## src/rtl/e_stage_feed.sv

```systemverilog
// Execute-stage feed: D/E pipeline register with bubble/hold control and
// M/W-stage operand forwarding into the ALU inputs.
module e_stage_feed (
  input  logic        clk,
  input  logic        reset,
  input  logic        clr,
  input  logic        en,
  input  logic [3:0]  aluop_D,
  input  logic [4:0]  shamt_D,
  input  logic        alusrc_D,
  input  logic [4:0]  rs_D,
  input  logic [4:0]  rt_D,
  input  logic [31:0] rs_data_D,
  input  logic [31:0] rt_data_D,
  input  logic [31:0] imm_D,
  input  logic [4:0]  wreg_D,
  input  logic [4:0]  m_wreg,
  input  logic [31:0] m_wdata,
  input  logic [4:0]  w_wreg,
  input  logic [31:0] w_wdata,
  output logic [31:0] data1_E,
  output logic [31:0] data2_E,
  output logic [3:0]  aluop,
  output logic [4:0]  s_alu,
  output logic [31:0] rt_fwd_E,
  output logic [4:0]  rs_E,
  output logic [4:0]  rt_E,
  output logic [4:0]  wreg_E,
  output logic        valid_E
);

  logic        alusrc_E;
  logic [31:0] rs_data_E;
  logic [31:0] rt_data_E;
  logic [31:0] imm_E;
  logic [31:0] rs_fwd;

  // A bubble is the all-zero bundle: aluop 0 is add, so the ALU yields 0.
  always_ff @(posedge clk or posedge reset) begin
    if (reset) begin
      aluop     <= 4'd0;
      s_alu     <= 5'd0;
      alusrc_E  <= 1'b0;
      rs_E      <= 5'd0;
      rt_E      <= 5'd0;
      rs_data_E <= 32'd0;
      rt_data_E <= 32'd0;
      imm_E     <= 32'd0;
      wreg_E    <= 5'd0;
      valid_E   <= 1'b0;
    end else if (clr) begin
      aluop     <= 4'd0;
      s_alu     <= 5'd0;
      alusrc_E  <= 1'b0;
      rs_E      <= 5'd0;
      rt_E      <= 5'd0;
      rs_data_E <= 32'd0;
      rt_data_E <= 32'd0;
      imm_E     <= 32'd0;
      wreg_E    <= 5'd0;
      valid_E   <= 1'b0;
    end else if (en) begin
      aluop     <= aluop_D;
      s_alu     <= shamt_D;
      alusrc_E  <= alusrc_D;
      rs_E      <= rs_D;
      rt_E      <= rt_D;
      rs_data_E <= rs_data_D;
      rt_data_E <= rt_data_D;
      imm_E     <= imm_D;
      wreg_E    <= wreg_D;
      valid_E   <= 1'b1;
    end
  end

  // Register 0 is never forwarded; M is newer than W so it wins.
  function automatic logic [31:0] fwd_sel(input logic [4:0]  r,
                                          input logic [31:0] d,
                                          input logic [4:0]  mr,
                                          input logic [31:0] md,
                                          input logic [4:0]  wr,
                                          input logic [31:0] wd);
    if (r == 5'd0)     return d;
    else if (r == mr)  return md;
    else if (r == wr)  return wd;
    else               return d;
  endfunction

  always_comb begin
    rs_fwd   = fwd_sel(rs_E, rs_data_E, m_wreg, m_wdata, w_wreg, w_wdata);
    rt_fwd_E = fwd_sel(rt_E, rt_data_E, m_wreg, m_wdata, w_wreg, w_wdata);
    data1_E  = rs_fwd;
    data2_E  = alusrc_E ? imm_E : rt_fwd_E;
  end

endmodule

```

## config.mk

```make
export PLATFORM = sky130hd
export DESIGN_NAME = e_stage_feed
export DESIGN_NICKNAME = d
export VERILOG_FILES = /design/src/rtl/e_stage_feed.sv
export SDC_FILE = /design/constraint.sdc
export NUM_CORES = 1
export LEC_CHECK = 0
export CORE_AREA = 2 2 140 142
export CTS_CLUSTER_DIAMETER = 60
export DETAILED_ROUTE_END_ITERATION = 16
export DIE_AREA = 0 0 142 144
export GPL_TIMING_DRIVEN = 0
export HOLD_SLACK_MARGIN = 0.06
export PLACE_DENSITY = 0.72
export SKIP_CTS_REPAIR_TIMING = 1
export SYNTH_ARGS = -nofsm -noshare
export SYNTH_HDL_FRONTEND = slang
export SYNTH_SLANG_ARGS = --single-unit
```

## constraint.sdc

```tcl
create_clock -name clk -period 5 [get_ports clk]
set_clock_uncertainty 0.2 [all_clocks]
set_input_delay 1 -clock clk [delete_from_list [all_inputs] [get_ports clk]]
set_output_delay 1 -clock clk [all_outputs]
set_load 0.02 [all_outputs]
```

==> summary.md <==
| Metric | Value |
|---|---|
| Status | `complete, no violations` |
| Most frequent cells in the layout | `317 x clkdlybuf4s50_1, 189 x nor2_1, 122 x dfrtp_1` |
| Commonest non-fill, non-tap cell in the layout | `clkdlybuf4s50_1` |
| Design Area, Final | `11,700 um2` |
| Worst vdd ir | `0.228 mV` |
| Layout area overhead | `55.9%` |
| Fill count | `roughly 1,700` |
| Fin nets | `1,350` |
| Final period utilization | `98.0%` |
| Routed vias/inst | `5.64` |
| Die Span Y | `approximately 140 um` |
| Hold path depth | `2` |
| # setup viols final | `0` |
| Pin slew with the least headroom to its limit | `0.853 ns` |
| IO Port Bufs | `~320` |
| Hold_sp | `valid_E` |
| Initial DRC Count | `542` |
| Crit path cell chain | `clkdlybuf4s50_1 -> xnor2_1 -> nand3_4 -> o22ai_1 -> nand2_1 -> clkbuf_2 -> a22oi_1 -> clkdlybuf4s50_1` |
| Worst reg2reg startpoint | `alusrc_E` |
| Pleak | `0.00525 uW` |
| Hold endpoint | `valid_E` |
| Core Box Area | `19,100 um2` |
| Reg2reg setup slack | `roughly 3.0 ns` |
| Sequential cell area fraction in the yosys report | `about two fifths` |
| Post-Route WL | `30,300 um` |
| Cell mode on critical path | `clkdlybuf4s50_1` |
| Arrival time worst endpoint | `roughly 3.7 ns` |
| First-pass GRT wire length | `between 40,000 and 50,000 um` |
| Initial antenna violation count | `1` |
| Num CTS Buffers | `17` |
| Max-cap violations | `0` |
| WP data required | `3.80 ns` |
| Pre-CTS setup slack | `-0.278 ns` |
| Pwr/cell area | `approximately 280 nW/um2` |
| Final routed DRC violation total | `0` |
| Worst-path fanout max | `10` |
| Post-layout min period | `between 4 and 5 ns` |
| Yosys cell types | `30` |
| Routability congestion estimate | `roughly 0.88` |
| Vias | `7,910` |
| Post-Syn Nets | `1,010` |
| Reg2Reg Depth | `4` |
| Reg-to-Reg End | `alusrc_E` |
| Crit. End Element | `primary output` |
| I/O Pins | `320` |
| RSZ-0062 raised after global routing | `no` |
| Area post-placement | `11,000 um2` |
| CTS tree | `yes` |
| Placed cells | `between 1,000 and 1,500` |
| DR pass1 iterations | `5` |
| CP max-delay cell | `clkdlybuf4s50_1` |
| Final Hold Vio Count | `0` |
| Clock Pin Slew Worst Setup and Hold Paths | `around 0.06 ns` |
| Initial core utilization | `39.2%` |
| Die Span X | `142 um` |
| DP Wirelength | `22,300 um` |
| Wire length per cell | `21.6 um` |
| GRT overflow | `0` |
| CTS Sinks | `122` |
| Final worst setup slack | `around 0.10 ns` |
| Multi-input logic area | `3970 um2` |
| Non-filler instance count after layout | `1,403` |
| Buffers and inverters on the worst path | `3` |
| Avg Cell Area, Syn | `9.22 um2` |
| H-tree depth | `4` |
| DIE AREA | `slightly above 20,000 um2` |
| Crit path kind | `primary input to primary output` |
| Worst-skew pair later-pin latency | `between 0.4 and 0.5 ns` |
| Slowest cell delay on critical path | `0.66 ns` |
| Synth Instances | `811` |
| Largest net degree at the start of global routing | `78` |
| Slew margin rel. | `43.1%` |
| Sequential cell area | `3050 um2` |
| Hold crit path type | `register to register` |
| Clock Tree Buf Depth | `2` |
| Root buffer cell | `clkbuf_16` |
| Yosys warns | `0` |
| Achievable Freq | `0.204 GHz` |
| Total track usage | `between 20% and 30%` |
| Crit path depth | `8` |
| FP Rows | `51` |
| Remaining antenna violation count after routing | `0` |
| Layout cells sized above 1 | `6.96%` |
| Synth Cell Area | `about 7500 um2` |
| Max-slew violation count | `0` |
| Setup crit start kind | `primary input` |
| Flops & latches, synth | `122` |
| CP top delay family | `buffers and inverters` |
| Vias in the first global route | `7,913` |
[layout make-up]
type / instances / area share, %
inverters: 34 / 1.14
plain buffers: 78 / 3.14
clock inverters: 13 / 1.23
clock buffers: 19 / 3.88
flip-flops and latches: 122 / 26.2
diodes: 1 / 0.0215
multi-input cells: 575 / 34.1
repair buffers: 323 / 27.8
well taps: 238 / 2.55
[synth_stat cells (all sizes together)]
cell type / instances / area, um2
buf: 38 / 195
clkbuf: 42 / 158
a21oi: 32 / 160
nand3: 4 / 20.0
inv: 34 / 128
o22ai: 1 / 6.26
o31ai: 32 / 240
xor2: 3 / 26.3
and2: 1 / 6.26
or3: 33 / 206
nor3: 2 / 10.0
a2bb2oi: 32 / 280
or4: 1 / 11.3
a22oi: 32 / 240
a221o: 32 / 320
a21o: 1 / 7.51
nor2: 191 / 727
nand2: 5 / 18.8
dfrtp: 122 / 3050
mux2i: 121 / 1210
or2: 2 / 12.5
xnor2: 17 / 149
nor3b: 1 / 12.5
o311ai: 32 / 280
[registers in the layout, indices dropped and copies added, names as in the netlist]
name,cells
aluop,4
alusrc_E,1
s_alu,5
rt_data_E,32
imm_E,32
rt_E,5
rs_E,5
valid_E,1
wreg_E,5
rs_data_E,32
[power by group]
part           switching, uW  internal [uW]
clock                    494            764
combinational            491            463
sequential              42.6           1040
[per-layer routing]
layer | GRT usage [%] | vias to the layer above | wire, um
met2 | 49.0 | 378 | 14700
li1 | - | 3625 | -
met1 | 37.7 | 3851 | 12700
met4 | 9.79 | 0 | 788
met3 | 5.93 | 56 | 2160
met5 | 0 | - | 0
[through the flow]
step	hold WS, ns	utilization, %	setup TNS, ns	power, uW
finish	0.308	61.1	0	3300
global route	0.349	61.1	0	3420
CTS	0.313	60.7	-12.29	3310
detailed placement	0.295	57.6	-11.62	2050
global placement	0.279	57.4	-196.48	2040
floorplan	0.287	-	0	1560
[worst min-delay path, cell delays in order (launching register included)]
cell,delay [ns]
dfrtp_1,0.35
nor2_1,0.04
nor2_1,0.07
[cell families after synthesis]
group | Yosys count | share of synthesized area (%)
DFF | 122 | 40.8
muxes | 121 | 16.2
and+or+nand+nor | 240 | 13.7
AOI/OAI and AO/OA | 194 | 20.5
buffers and inverters | 114 | 6.42
xor gates and xnor gates | 20 | 2.34
[how the worst max path moves through the flow]
stage	from	endpoint	slack (ns)
2_1_floorplan	reset	aluop[0]	0.56
3_3_place_gp	reset	wreg_E[0]	-1.54
3_5_place_dp	w_wreg[1]	data1_E[1]	-0.28
4_1_cts	w_wreg[1]	data1_E[31]	-0.28
5_1_grt	m_wreg[0]	data2_E[13]	0.03
6_report	m_wreg[3]	data2_E[18]	0.10
Power figures use the tool's default switching activity.
